===== src/rtl/cpu_mem_pkg.sv =====
// Shared types and widths for the CPU memory subsystem.
// Owner encodings tag which port an in-flight SRAM read belongs to.
package cpu_mem_pkg;

  localparam int XLEN = 32;
  localparam int BE_W = 4;

  typedef enum logic [1:0] {
    OWN_NONE = 2'd0,
    OWN_INST = 2'd1,
    OWN_DATA = 2'd2
  } owner_t;

endpackage


===== src/rtl/arb_starve_cnt.sv =====
// Saturating count of consecutive cycles the fetch port has been denied.
// at_limit tells the arbiter to let fetch win the next contention.
module arb_starve_cnt #(
  parameter int W = 3
) (
  input  logic         clk,
  input  logic         reset,
  input  logic         inc,
  input  logic         clr,
  input  logic [W-1:0] limit,
  output logic         at_limit
);

  logic [W-1:0] cnt;

  // NOTE: state registers use non-blocking assignments so every flop samples pre-edge values.
  always_ff @(posedge clk or posedge reset) begin
    if (reset) begin
      cnt <= '0;
    end else if (clr) begin
      cnt <= '0;
    end else if (inc && (cnt != limit)) begin
      cnt <= cnt + 1'b1;
    end
  end

  assign at_limit = (cnt == limit);

endmodule


===== src/rtl/unified_sram_arbiter.sv =====
// Shares one single-port synchronous SRAM between instruction fetch and the data port.
// Data has fixed priority; fetch wins once it has been denied STARVE_LIMIT cycles in a row.
module unified_sram_arbiter
  import cpu_mem_pkg::*;
#(
  parameter int STARVE_LIMIT = 4
) (
  input  logic            clk,
  input  logic            reset,
  input  logic            inst_req,
  input  logic [XLEN-1:0] inst_addr,
  output logic            inst_gnt,
  output logic            inst_rvalid,
  output logic [XLEN-1:0] inst_rdata,
  input  logic            data_req,
  input  logic [BE_W-1:0] data_we,
  input  logic [XLEN-1:0] data_addr,
  input  logic [XLEN-1:0] data_wdata,
  output logic            data_gnt,
  output logic            data_rvalid,
  output logic [XLEN-1:0] data_rdata,
  output logic            sram_en,
  output logic [BE_W-1:0] sram_we,
  output logic [XLEN-1:0] sram_addr,
  output logic [XLEN-1:0] sram_wdata,
  input  logic [XLEN-1:0] sram_rdata
);

  localparam int CNT_W = $clog2(STARVE_LIMIT + 1);

  owner_t owner, owner_next;
  logic   starved;

  arb_starve_cnt #(.W(CNT_W)) u_starve (
    .clk      (clk),
    .reset    (reset),
    .inc      (inst_req & ~inst_gnt),
    .clr      (inst_gnt | ~inst_req),
    .limit    (CNT_W'(STARVE_LIMIT)),
    .at_limit (starved)
  );

  // Grants are suppressed while reset is held so the SRAM sees no access.
  // NOTE: every combinational output gets a default first, so no path can infer a latch.
  always_comb begin
    inst_gnt = 1'b0;
    data_gnt = 1'b0;
    if (!reset) begin
      if (data_req && !(inst_req && starved)) begin
        data_gnt = 1'b1;
      end else if (inst_req) begin
        inst_gnt = 1'b1;
      end
    end
  end

  always_comb begin
    sram_en    = inst_gnt | data_gnt;
    sram_we    = '0;
    sram_addr  = '0;
    sram_wdata = '0;
    if (inst_gnt) begin
      sram_addr = inst_addr;
    end else if (data_gnt) begin
      sram_we    = data_we;
      sram_addr  = data_addr;
      sram_wdata = data_wdata;
    end
  end

  // Writes leave no response behind; only reads claim the return slot.
  always_comb begin
    owner_next = OWN_NONE;
    if (inst_gnt) begin
      owner_next = OWN_INST;
    end else if (data_gnt && (data_we == '0)) begin
      owner_next = OWN_DATA;
    end
  end

  always_ff @(posedge clk or posedge reset) begin
    if (reset) begin
      owner <= OWN_NONE;
    end else begin
      owner <= owner_next;
    end
  end

  assign inst_rvalid = (owner == OWN_INST);
  assign data_rvalid = (owner == OWN_DATA);
  assign inst_rdata  = sram_rdata;
  assign data_rdata  = sram_rdata;

endmodule


===== config.mk =====
export PLATFORM = sky130hd
export DESIGN_NAME = unified_sram_arbiter
export DESIGN_NICKNAME = d
export VERILOG_FILES = /design/src/rtl/cpu_mem_pkg.sv /design/src/rtl/arb_starve_cnt.sv /design/src/rtl/unified_sram_arbiter.sv
export SDC_FILE = /design/constraint.sdc
export NUM_CORES = 1
export LEC_CHECK = 0
export BUFFER_PORTS_ARGS = -buffer_cell sky130_fd_sc_hd__buf_4
export CAP_MARGIN = 25
export CORE_AREA = 5 5 102 104
export CTS_BUF_LIST = sky130_fd_sc_hd__clkbuf_16
export DETAILED_ROUTE_END_ITERATION = 8
export DIE_AREA = 0 0 107 109
export SYNTH_ARGS = -nofsm -noshare
export SYNTH_HDL_FRONTEND = slang
export SYNTH_SLANG_ARGS = --single-unit

===== constraint.sdc =====
create_clock -name clk -period 1.7 [get_ports clk]
set_input_delay 0 -clock clk [delete_from_list [all_inputs] [get_ports clk]]
set_output_delay 0 -clock clk [all_outputs]
set_load 0.01 [all_outputs]

=== Word level (Yosys, flattened, before mapping) ===
Index checks and enable logic that the tools add are counted.

* Register bits after elaboration: 5
* Bits in latches: 0
* RAM bits: 0
* Memory bits (read-only): 0
* Bits of input ports: 136
* Output and inout bits: 137
* Logic and storage cells: 34
* Memories kept: 0

* Add/sub/neg operators: 1
* Multipliers: 0
* Div/mod/pow operators: 0
* Order comparisons: 0
* Equality and inequality tests: 4
* Shift-type cells: 0
* Multiplexer cells: 15
* Bitwise operators: 5
* Reduce and logical (&&, ||, !) cells: 7

{| class="wikitable"
|+ Operators with widths
! operator !! count
|-
| two-way mux 32 bit || 4
|-
| two-way mux 4 bit || 2
|-
| two-way mux 3 bit || 2
|-
| two-way mux 1 bit || 5
|-
| logical AND 1 bit || 4
|-
| zero test 4 bit || 1
|-
| two-way mux 2 bit || 2
|-
| adder 3 x 1 -> 3 bit, second input constant || 1
|-
| equality test 3 bit, second input constant || 1
|-
| inequality test 3 bit, second input constant || 1
|-
| equality test 2 x 1 -> 1 bit, second input constant || 1
|-
| equality test 2 bit, second input constant || 1
|-
| NOT 1 bit || 2
|-
| bitwise OR 1 bit || 2
|-
| nonzero test 2 bit || 1
|-
| bitwise AND 1 bit || 1
|-
| zero test 1 bit || 1
|}

=== Longest topological paths before layout ===
* Word-level depth: 11
* Mapped depth: 6

=== Cells and area by module ===
Synthesis repeated with hierarchy kept, for this count alone.

* Cells, all modules: 188
* Area total of the unflattened synthesis: 1511.4 µm²

{| class="wikitable"
|+ Modules (own cells, without submodules)
! module !! instances !! cells each !! area an instance (µm²) !! sequential area each (µm²)
|-
| unified_sram_arbiter || 1 || 160 || 1255.0 || 50.0
|-
| arb_starve_cnt || 1 || 28 || 256.5 || 75.1
|}

=== Least setup slack after synthesis ===
Ideal clock, no wire load.

* Kind: flip-flop to output port
* From: reg u_starve.cnt[0]
* To: out sram_addr[24]
* Arrival: 1.371 ns
* Setup slack: 0.329 ns
* Cell stages (with the launch flop): 7
* Path buffers: 2
* Cells stage by stage: dfrtp_1 inv_1 ha_1 and3_1 buf_4 buf_6 o22ai_1

* Longest elaborated chain between the ends: 8
* Elaborated cells on any way between the ends: 10
* Classes of those cells: eq/ne (1); mux (6); reduce/logical (3)

{| class="wikitable"
|+ Ends and longest elaborated chain
! element !! RTL line !! source
|-
| start, declared || arb_starve_cnt.sv:14 || <nowiki>logic [W-1:0] cnt;</nowiki>
|-
| start signal, assigned || arb_starve_cnt.sv:23 || <nowiki>cnt <= cnt + 1'b1;</nowiki>
|-
| equality test 3 bit * || arb_starve_cnt.sv:27 || <nowiki>assign at_limit = (cnt == limit);</nowiki>
|-
| logical AND 1 bit * || unified_sram_arbiter.sv:49 || <nowiki>if (data_req && !(inst_req && starved)) begin</nowiki>
|-
| zero test 1 bit * || unified_sram_arbiter.sv:49 ||
|-
| logical AND 1 bit * || unified_sram_arbiter.sv:49 ||
|-
| two-way mux 1 bit || unified_sram_arbiter.sv:49 ||
|-
| two-way mux 1 bit || unified_sram_arbiter.sv:48 || <nowiki>if (!reset) begin</nowiki>
|-
| two-way mux 32 bit || unified_sram_arbiter.sv:64 || <nowiki>end else if (data_gnt) begin</nowiki>
|-
| two-way mux 32 bit * || unified_sram_arbiter.sv:62 || <nowiki>if (inst_gnt) begin</nowiki>
|-
| end, declared || unified_sram_arbiter.sv:24 || <nowiki>output logic [XLEN-1:0] sram_addr,</nowiki>
|}

Mark *: on every way between the ends. The rest lies on a longest branch, timed or not.

=== Worst setup path after layout ===
* From: reg u_starve.cnt[0]
* To: out sram_addr[0]

The elaborated chain is that of the path after synthesis.

==> impl_metrics.py <==
metrics = {
    "global_routing": {
        "grt_pass1_wl_mm": 11.1,
        "overflow": 0,
        "grt_pass1_vias": 2226,
        "antenna_found_initial": 0,
        "grt_use_total": 0.117,
        "grt_max_degree": 49,
    },
    "synthesis": {
        "synth_top_family_by_area": "simple AND/OR/NAND/NOR gates",
        "ys_types": 23,
        "yosysSeqAreaShare": 0.0672,
        "synth-compound-area-share": 0.138,
        "yosys-top-cells-area": "buf_4, nand3b_1, and3_1",
        "ys_async_sr_fraction": 1.00,
        "avgSynthCellArea_um2": 7.21,
        "synth_xor_area_frac": 0,
        "synthFlopType": "dfrtp_1",
        "synthAdderAreaFrac": 0.0134,
        "synth_top_area_frac": 0.274,
        "synth-edff-count": 0,
        "postSynthCellCount": 258,
        "synth_warnings": 0,
        "synthMuxAreaShare": 0,
        "yosys.area_share.simple": 0.436,
        "ys_ff_latch": 5,
        "syn_nets": 396,
        "synth_area_um2": 1860,
        "yosysTopAreaCell": "buf_4",
    },
    "worst_setup_path": {
        "worst-setup-path-type": "reg2out",
        "startpoint": "u_starve.cnt[0]",
        "cp_cell_sequence": "inv_1 > ha_2 > and3_4 > buf_12 > o22ai_2 > buf_4",
        "crit_path_max_incr_delay_ns": 0.37,
        "rr_startpoint": "u_starve.cnt[0]",
        "critical_path_buf_inv_count": 3,
        "critical_path.endpoint_type": "output pin",
        "critPathRequiredTime_ns": 1.70,
        "critPathTopFamily": "flip-flops",
        "cp_max_fo": 26,
        "critical-path-slowest-cell": "dfrtp_1",
        "start_kind": "flip-flop",
        "critPathArrivalTime_ns": 1.62,
    },
    "pwr": {
        "leakage_nw": 1.47,
        "p_per_area_nw_per_um2": 388,
        "ir_worst_vdd_v": 0.000248,
    },
    "route": {
        "drt_first_pass_iters": 4,
        "avgViaCountPerCell": 4.70,
        "vias": 2198,
        "drt-initial-drc-count": 102,
        "routedWlPerCell_um": 16.4,
        "drcViolationCount": 0,
        "ant_nets": 0,
        "routed_wirelength_mm": 7.66,
    },
    "clock_tree": {
        "cts_setup_buffers": 0,
        "cts_root_buf": "clkbuf_16",
        "cts_tree": "built",
        "cts_htree_levels": 1,
        "clk_pin_slew_ns": 0.03,
        "cts_inserted_buffers": 3,
        "clock_path_buffers": 2,
        "clock_latency_ns": 0.23,
        "clock-sinks": 5,
    },
    "floorplanning": {
        "dieWidth_um": 107,
        "initial_utilization": 0.197,
        "dieArea_um2": 11700,
        "design.core.area_um2": 9460,
        "die_h_um": 109,
        "ios": 273,
        "core.rowCount": 36,
    },
    "min_path": {
        "hold_class": "in2out",
        "holdCritStartpoint": "sram_rdata[5]",
    },
    "status": {
        "status": "finished clean",
    },
    "placed_design": {
        "place_worst_setup_slack_ns": 0.131,
        "gp_congestion": 0.755,
        "dp_hpwl_mm": 6.07,
        "io_buffers": 176,
        "post-place-cells": 463,
    },
    "sta": {
        "fin_crit_ns": 1.62,
        "fin_skew_ns": 0.000174,
        "max_freq_mhz": 617,
        "final.setup.worst_slack_ns": 0.0800,
        "hold_violations": 0,
        "maxSlewViolCount": 0,
        "tightest_slew_ns": 0.433,
        "finalSetupViolations": 0,
        "grt_setup_unrepaired": "no",
        "relSlewSlack": 0.711,
        "finalCritPeriodShare": 0.953,
        "final.setup.tns_ns": 0,
    },
    "final_layout": {
        "final_nets": 493,
        "post-route-util": 0.305,
        "area_growth_pct": 55.1,
        "final_cell_count_no_fill": 468,
        "nFillCells": 990,
        "drive_gt1_frac": 0.551,
        "antenna_cells": 0,
        "layout_common_cells": "buf_4, nand3b_1, and3_1",
        "final_common_cell": "buf_4",
    },
    "flow_run": {
        "max_cap_viol_count": 0,
    },
}
Yosys cell counts (all sizes together) (2+ instances only):
cell type / instances
nand2b: 3
and3: 37
ha: 2
nand3b: 65
nand3: 2
o22ai: 35
clkbuf: 14
nand2: 3
nor2: 2
buf: 78
nor2b: 2
inv: 3
dfrtp: 5
flip-flops by register name, summed over array words and instances (netlist names):
name and cells:
u_starve.cnt 3, owner 2
cells by family (layout without fill, tap and decap cells):
family                   Yosys count  count (layout)
AO/OA/AOI/OAI                     39              39
AND/OR/NAND/NOR                  117             117
flip-flops                         5               5
buffers and inverters             95             191
adder cells (fa/ha/maj)            2               2
layer usage:
metal,vias up,part of all wire,GRT usage
met2,161,0.53,0.232
li1,1055,-,-
met4,0,0.014,0.0338
met5,-,0,0
met1,968,0.35,0.117
met3,14,0.11,0.0355
final cells by class:
class                      instances  area (µm²)  share of cell area
multi-input combinational        158        1120               0.388
tap                              114         143              0.0494
timing repair buffer             184        1410               0.488
inverter                           3        11.3             0.00390
clock inverter                     1        3.75             0.00130
clock buffer                       3        75.1              0.0260
sequential                         5         125              0.0434
timing repair:
| item | 4_1_cts | 5_1_grt |
|---|---|---|
| resized for setup | 3 | 2 |
| hold buffers | 1 | 0 |
| setup endpoints to repair | 5 | 28 |
| hold endpoints to repair | 5 | 0 |
path summary, 6_finish.rpt:
check	to	slack, ns	depth (start not counted)
hold / removal	data_rdata[5]	0.000005	0
hold reg to reg	u_starve.cnt[1]	0.59	2
setup / recovery	sram_addr[0]	0.08	6
max in group asynchronous	u_starve.cnt[1]	1.06	3
min in group asynchronous	owner[0]	0.48	3
setup reg to reg	u_starve.cnt[2]	0.39	5
power breakdown:
part | internal [mW] | switching [mW] | total [mW]
combinational | 0.358 | 0.251 | 0.609
clock | 0.304 | 0.0742 | 0.378
sequential | 0.126 | 0.00587 | 0.132
total | 0.788 | 0.331 | 1.12
worst reg2reg max path: stages, from the launching register on:
cell,delay [ns]
dfrtp_1,0.40
inv_1,0.07
ha_2,0.24
a21boi_2,0.09
buf_12,0.18
o211a_1,0.22
through the flow:
stage          hold slack (ns)  power [mW]  instance area (µm²)
2_1_floorplan          -0.0527       0.541                 1860
5_1_grt              0.0000228        1.19                 2890
3_5_place_dp          0.000100       0.739                 2770
3_3_place_gp          0.000100       0.730                 2770
4_1_cts               0.000100        1.13                 2870
6_report            0.00000490        1.12                 2890
No activity file was read; power rests on OpenSTA's default activity.
